**src/rtl/odo_sbox_small_inv.sv**
```systemverilog
// ---------------------------------------------------------------------------
// odo_sbox_small_inv
//
// Loadable inverse for the 6-bit Odo small S-box. A forward table arrives as
// 2**WIDTH entries in index order. Each entry fwd[i] = v writes inv[v] = i,
// which builds the inverse table. Once the table is complete, the block serves
// registered inverse lookups through a valid/ready handshake.
//
// Ports:
//   clk        clock; all state changes on its rising edge
//   rst_n      synchronous reset, active low
//   ld_valid   forward-table entry present
//   ld_data    forward value fwd[i] for the current index i
//   ld_ready   entry accepted when ld_valid && ld_ready (1 whenever rst_n=1)
//   in_valid   lookup request
//   in         value to invert
//   in_ready   lookup accepted when in_valid && in_ready
//   out_valid  lookup result valid
//   out        inverse value inv[in]
//   out_ready  consumer takes out when out_valid && out_ready
//   table_ok   inverse table complete and usable
//   perm_err   duplicate forward value seen during the last load
//
// Build option:
//   ODO_SBOX_INV_PERMCHECK_EN  When this macro is defined, a seen-vector tracks
//                              the forward values during each load. A
//                              duplicate value sets perm_err, and the load
//                              ends in ERR. When it is not defined, duplicates
//                              overwrite silently (last writer wins) and every
//                              load ends in READY.
// ---------------------------------------------------------------------------
module odo_sbox_small_inv #(
  parameter int WIDTH = 6
) (
  input  logic             clk,
  input  logic             rst_n,
  input  logic             ld_valid,
  input  logic [WIDTH-1:0] ld_data,
  output logic             ld_ready,
  input  logic             in_valid,
  input  logic [WIDTH-1:0] in,
  output logic             in_ready,
  output logic             out_valid,
  output logic [WIDTH-1:0] out,
  input  logic             out_ready,
  output logic             table_ok,
  output logic             perm_err
);

  localparam int DEPTH = 1 << WIDTH;

  typedef enum logic [1:0] {
    S_IDLE,
    S_LOAD,
    S_READY,
    S_ERR
  } state_t;

  state_t           state_q, state_d;
  logic [WIDTH-1:0] idx_q, idx_d;
  logic             out_valid_q, out_valid_d;
  logic [WIDTH-1:0] out_q, out_d;

  // The inverse RAM is not reset. Its contents only mean something in READY.
  logic [WIDTH-1:0] inv_mem [DEPTH];
  logic             mem_we;
  logic [WIDTH-1:0] mem_wdata;

  logic             ld_fire;
  logic             in_fire;

`ifdef ODO_SBOX_INV_PERMCHECK_EN
  logic [DEPTH-1:0] seen_q, seen_d;
  logic             perm_err_q, perm_err_d;
`endif

  assign ld_ready = rst_n;
  assign ld_fire  = ld_valid && ld_ready;

  // A pending load beat takes priority over a lookup. A lookup is also held
  // off while an untaken result sits in the output register.
  assign in_ready = (state_q == S_READY) && !ld_valid && (!out_valid_q || out_ready);
  assign in_fire  = in_valid && in_ready;

  assign table_ok  = (state_q == S_READY);
  assign out_valid = out_valid_q;
  assign out       = out_q;

`ifdef ODO_SBOX_INV_PERMCHECK_EN
  assign perm_err = perm_err_q;
`else
  assign perm_err = 1'b0;
`endif

  // Load control: state, index counter, and duplicate tracking.
  always_comb begin
    state_d   = state_q;
    idx_d     = idx_q;
    mem_we    = 1'b0;
    mem_wdata = idx_q;
`ifdef ODO_SBOX_INV_PERMCHECK_EN
    seen_d     = seen_q;
    perm_err_d = perm_err_q;
`endif
    if (ld_fire) begin
      mem_we = 1'b1;
      if (state_q == S_LOAD) begin
        mem_wdata = idx_q;
`ifdef ODO_SBOX_INV_PERMCHECK_EN
        if (seen_q[ld_data]) begin
          perm_err_d = 1'b1;
        end
        seen_d[ld_data] = 1'b1;
`endif
        if (idx_q == '1) begin
          // The last entry wraps the counter in the same edge as the state change.
          idx_d = '0;
`ifdef ODO_SBOX_INV_PERMCHECK_EN
          state_d = perm_err_d ? S_ERR : S_READY;
`else
          state_d = S_READY;
`endif
        end else begin
          idx_d = idx_q + WIDTH'(1);
        end
      end else begin
        // In IDLE, READY or ERR, an accepted entry is index 0 of a fresh load.
        mem_wdata = '0;
        idx_d     = WIDTH'(1);
        state_d   = S_LOAD;
`ifdef ODO_SBOX_INV_PERMCHECK_EN
        seen_d          = '0;
        seen_d[ld_data] = 1'b1;
        perm_err_d      = 1'b0;
`endif
      end
    end
  end

  // Lookup output register: hold while stalled, clear on a take with no new accept.
  always_comb begin
    out_d       = out_q;
    out_valid_d = out_valid_q;
    if (in_fire) begin
      out_d       = inv_mem[in];
      out_valid_d = 1'b1;
    end else if (out_ready) begin
      out_valid_d = 1'b0;
    end
  end

  always_ff @(posedge clk) begin
    if (!rst_n) begin
      state_q     <= S_IDLE;
      idx_q       <= '0;
      out_valid_q <= 1'b0;
      out_q       <= '0;
`ifdef ODO_SBOX_INV_PERMCHECK_EN
      seen_q      <= '0;
      perm_err_q  <= 1'b0;
`endif
    end else begin
      state_q     <= state_d;
      idx_q       <= idx_d;
      out_valid_q <= out_valid_d;
      out_q       <= out_d;
`ifdef ODO_SBOX_INV_PERMCHECK_EN
      seen_q      <= seen_d;
      perm_err_q  <= perm_err_d;
`endif
    end
  end

  always_ff @(posedge clk) begin
    if (mem_we) begin
      inv_mem[ld_data] <= mem_wdata;
    end
  end

endmodule

```
**config.mk**
```make
export PLATFORM = sky130hd
export DESIGN_NAME = odo_sbox_small_inv
export DESIGN_NICKNAME = d
export VERILOG_FILES = /design/src/rtl/odo_sbox_small_inv.sv
export SDC_FILE = /design/constraint.sdc
export NUM_CORES = 1
export LEC_CHECK = 0
export CORE_MARGIN = 1
export CORE_UTILIZATION = 35
export CTS_CLUSTER_SIZE = 8
export DETAILED_ROUTE_END_ITERATION = 8
export PLACE_DENSITY = 0.49
export RECOVER_POWER = 25
export SYNTH_ARGS = -nofsm -noshare
export SYNTH_HDL_FRONTEND = slang
export SYNTH_SLANG_ARGS = --single-unit
```
**constraint.sdc**
```tcl
create_clock -name clk -period 4.5 [get_ports clk]
set_input_delay 1.125 -clock clk [delete_from_list [all_inputs] [get_ports clk]]
set_output_delay 1.125 -clock clk [all_outputs]
set_load 0.02 [all_outputs]
```
# After elaboration in Yosys (flattened, before gate mapping)
# Memory sizes are Yosys's and may differ from the RTL's. A register that Yosys moved wholly into a read port is not among the register bits.
# Index checks and enable logic that the tools add are counted.
# totals
out_inout_bits	11
ramBits	384
word_cells	30
n_memories	1
register_bits	9
# op_classes
eq_ne	4
add_sub_neg	1
mux	11
reduce_logical	10
# memory_table
memory	words	width	read_ports	rd_clocked_by_memory_dff	wr	line	text
inv_mem	64	6	1	1	1	65	logic [WIDTH-1:0] inv_mem [DEPTH];
# op_table
operator	n
$mux 6	4
$add 6x1->6 const B	1
$eq 6x6->1 const B	1
$mux 1	5
$logic_and 1x1->1	4
$mux 2	2
$logic_not 1->1	3
$eq 2x1->1 const B	1
$eq 2x2->1 const B	1
$ne 2x1->1 const B	1
$reduce_and 2->1	1
$reduce_bool 2->1	1
$logic_or 1x1->1	1

# Depth between registers and ports, before layout
# Gate-level depths: netlist of run 1.
# depth
word_depth	5
ltp_mapped	9
depth_no_buf	5

# Worst setup path before layout of run 1
# Ideal clock, no wire load.
# synth_path
path_type	input -> register
from	input port ld_valid
to	memory inv_mem[0][5] (data pin)
t_required_ps	3984
n_path_buf	1
slack_ps	873
stages	4
t_arrival_ps	3112
path_cell_list	clkbuf_1 nand2_1 nor2_1 nor2b_1
# synth_via
elab_chain_cells	2
# synth_lines
element	line	text
start, declared	37	input logic ld_valid,
$logic_and 1x1->1	78	assign ld_fire = ld_valid && ld_ready;
$mux 6	105	if (ld_fire) begin
via mem_wdata[5]	67	logic [WIDTH-1:0] mem_wdata;
end, declared	65	
# The timed path passes the listed nets, and every way through them passes these cells.

# Final worst setup path of run 1
# layout_path
from	input port ld_valid
to	output port in_ready
# layout_via
elab_chain_cells	3
# layout_lines
element	line	text
$logic_not 1->1	82	assign in_ready = (state_q == S_READY) && !ld_valid && (!out_valid_q || out_ready);
$logic_and 1x1->1 (2 in series)	82	
end, declared	42	output logic in_ready,
# Every way passes these cells.

==> impl_summary.md, run 1 <==
Clocking
The number of sinks handled by clock tree synthesis is around 400. The setup fix buffers added after clock tree synthesis is 0. The clock tree from TritonCTS is built. The H-tree level count is 2. The number of CTS-inserted buffers is 55. For the worst-skew pair, the clock arrives at the later sink with an insertion delay of roughly 580 ps. The clock root buffer is sky130_fd_sc_hd__clkbuf_16. The buffer levels on the longest clock path is 3. Post-CTS repair changed the size of 0 cells.

Buffers inserted to repair hold after CTS numbered 0. After clock tree synthesis, the clock-pin slew on the worst setup and hold paths is 50 ps.

Power and ir drop
Across the VDD grid, the largest voltage drop is about 260 uV. Of the total power, registers draw 50.3%. The switching component of the power is between 0.0015 and 0.002 W. The clock group share of total power is 46.5%.

The switching power as a share of total power is 19.9%. Combinational logic burns 3.2% of the power. The total internal power is around 0.0065 W. The standby leakage power is between 5 and 6 nW. The power per cell area is between 400 and 500 mW/mm2.

Critical path
The length in cells of the worst reg-to-reg path is 4. The critical-path maximum fanout is 9. The origin of the critical flop-to-flop path is state_q[0]. The sort of element at the start of the critical path is an input pin.

The type of destination of the critical path is an output pin. The worst endpoint data arrival time is roughly 2900 ps. The most critical setup path has its startpoint at ld_valid. The data required time at the worst endpoint is ~3400 ps. The worst register-to-register path has a setup slack of around 1700 ps. The endpoint identified for the worst register-to-register timing path is inv_mem[55][5]. The setup path with the least slack is of type in -> out. In this run the worst setup path terminates at in_ready.

Die
In this run the count of I/O pins placed on the die edge is 28. The die extent in x is about 210 um. The die height is around 210 um. The count of standard-cell rows is 77. The overall die area is approximately 0.046 mm2.

After floorplanning, the core was sized to cover 0.0444 mm2. Once the floorplan was initialized, standard cells occupied 35.6% of the core.

GRT
The largest net degree at the start of global routing is 65. The number of global-route vias before repair is around 8,000. The overall routing resource usage is 16.2%. The global-route wire length before repair is about 54,000 um. The residual overflow from global routing is 0.

The number of antenna violations at the first check in global routing is 0.

Synth
Sequential elements use between 70% and 80% of the synthesized area. Dividing the synthesized area by the synthesized cell count gives between 20 and 25 um2. Yosys mapped a number of flops with a built-in enable equal to about 380.

The gate count after technology mapping is roughly 800. After synthesis, the share of flip-flops with an asynchronous set or reset is 0%. The main flop type after synthesis is sky130_fd_sc_hd__edfxtp_1. The cell area after technology mapping is 0.0158 mm2.

In the post-synthesis netlist, the biggest area contributors are sky130_fd_sc_hd__edfxtp_1 73%, sky130_fd_sc_hd__mux4_2 13%, sky130_fd_sc_hd__dfxtp_1 1.9%, sky130_fd_sc_hd__mux2i_1 1.8%, sky130_fd_sc_hd__nor2_1 1.8%. Of all cell types, the one taking the most synthesized area is sky130_fd_sc_hd__edfxtp_1. The number of distinct standard cells referenced by the synthesized netlist is 43.

The cell with the most instances after synthesis is sky130_fd_sc_hd__edfxtp_1. Summed over its instances, the top area cell type makes up 73.0% of the synthesized netlist area. The number of nets in the synthesized netlist is about 800. In the synthesized netlist, the cells that appear most often are 384 x sky130_fd_sc_hd__edfxtp_1, 91 x sky130_fd_sc_hd__mux4_2, 75 x sky130_fd_sc_hd__nor2_1.

The Yosys step of the flow raised 0 warnings. Synthesis inferred approximately 400 register bits.

Detailed routing
The mean routed wirelength per cell is 24.5 um. For this run, design rule violations remaining after detail routing come to 0. The number of optimization iterations in the first detailed-route pass is 5.

The via count is 7,602. The number of design-rule violations left by the first detailed-router iteration is 628. Using the TritonRoute via totals, the vias-per-cell ratio works out to roughly 5. The total wirelength of the detailed-routed design is 36,100 um. The count of nets left with antenna violations once routing finished came out at 0.

STA
The number of setup violations in the final report is 0. The time the worst path needs with I/O delays and setup is about 4000 ps. The final worst clock skew is around 15 ps. Dividing the final minimum period by the clock period gives between 80% and 90%.

For the final routed database, the setup TNS stands at 0 ps. The actual transition at the worst max-transition pin is ~1400 ps. Setup repair after global routing left no endpoint under its margin. The final-report max-slew violation count was 0. The number of hold violations in the final report is 0.

Headroom to the max-slew limit came out at between 8 and 9%. The achievable frequency is ~0.25 GHz. The worst slack on hold paths is 478 ps.

Final layout
The layout net count is about 870. Cells with a size suffix above 1 make up between 20 and 25% of the layout. From synthesis to final layout, the design area changed by 15.6%. Fill cells in the final layout number between 3,000 and 4,000. The number of antenna diodes is 0.

Status
The flow ran to the end, and the final reports show no timing, DRC or antenna violations.

Place
Buffers placed on the I/O ports in this run total 26. At the end of routability-driven placement, the weighted congestion stood at approximately 0.77. Once detailed placement completed, the half-perimeter wirelength came to between 20,000 and 25,000 um.

Min path
The path class of the tightest hold or removal check is reg -> reg.

Flow run
The number of max-cap violations is 0.
[per-layer routing]
metal	part of all wire, %	up-vias	global-route usage (%)
met1	46	3992	22.9
met5	0	-	0
li1	-	3358	-
met4	2.7	0	5.57
met2	46	188	24.4
met3	5.7	64	4.10
[sequential cells by signal (all words and copies together) (netlist names)]
register	cells
idx_q	6
inv_mem	384
out	6
out_valid	1
state_q	2
[cell usage in the layout, fill, tap and decap left out, drive strengths merged, types with 3 or more instances in the layout]
master	Yosys	routed
edfxtp	384	384
clkbuf	11	98
mux4	97	97
nor2	75	75
mux2i	29	29
nand2	21	21
buf	30	19
nor2b	18	18
dfxtp	15	15
clkdlybuf4s50	0	14
o22ai	12	12
o21ai	12	12
nand4	11	11
a22oi	10	10
dlygate4sd3	0	9
nand2b	6	6
a211oi	6	6
a211o	6	6
a21o	5	5
and3	4	4
and2	4	4
xor2	4	4
nand3b	3	3
nand3	3	3
[worst min-delay path by stage]
stage	start	endpoint	depth (start not counted)
2_1_floorplan	state_q[1]	state_q[1]	2
3_3_place_gp	state_q[1]	state_q[1]	2
3_5_place_dp	out[4]	out[4]	2
4_1_cts	state_q[1]	state_q[1]	2
5_1_grt	state_q[1]	state_q[1]	2
6_report	out[4]	out[4]	2
[cell families after synthesis]
group,share of synthesized area [%]
other cells,0.0237
compound gates,2.42
xor+xnor,0.222
mux,15.8
buf+inv,1.90
fa+ha+maj,0.0792
flops,74.9
simple gates,4.66
[through the flow]
| stage | std cells | total power [W] | setup WS [ps] | instance area (um2) | utilization (%) |
|---|---|---|---|---|---|
| detailed placement | 1384 | 0.00439 | 569 | 16800 | 37.7 |
| CTS | 1476 | 0.00818 | 572 | 18300 | 41.2 |
| global placement | 1384 | 0.00439 | 570 | 16800 | 37.7 |
| floorplan | 785 | 0.00430 | 873 | 15800 | - |
| global route | 1476 | 0.00833 | 430 | 18300 | 41.1 |
| finish | 1476 | 0.00807 | 515 | 18300 | 41.1 |
[power by group through the flow]
stage	combinational, W	clock [W]	sequential, W
2_1_floorplan	0.000179	0	0.00413
3_3_place_gp	0.000263	0	0.00413
3_5_place_dp	0.000262	0	0.00413
4_1_cts	0.000262	0.00387	0.00405
5_1_grt	0.000275	0.00400	0.00405
6_report	0.000255	0.00375	0.00406
[worst max-delay path, cell delays in order]
cell and delay, ps:
sky130_fd_sc_hd__dlygate4sd3_1 660, sky130_fd_sc_hd__inv_1 260, sky130_fd_sc_hd__and3_1 210, sky130_fd_sc_hd__clkdlybuf4s50_1 600
[area by class of cell]
class | instances | area, um2 | share of cell area (%)
Sequential cell | 399 | 11800 | 64.8
Multi-Input combinational cell | 343 | 3690 | 20.2
Clock buffer | 92 | 1560 | 8.53
Tap cell | 592 | 741 | 4.06
Timing Repair Buffer | 48 | 437 | 2.39
Inverter | 2 | 7.51 | 0.0411
No activity file was read; power rests on OpenSTA's default activity.
==> run 2, diff against run 1 <==
Settings changed: CAP_MARGIN set to 5.
==> results of run 2 <==
Final layout, timing and power as in run 1 (identical DEF).
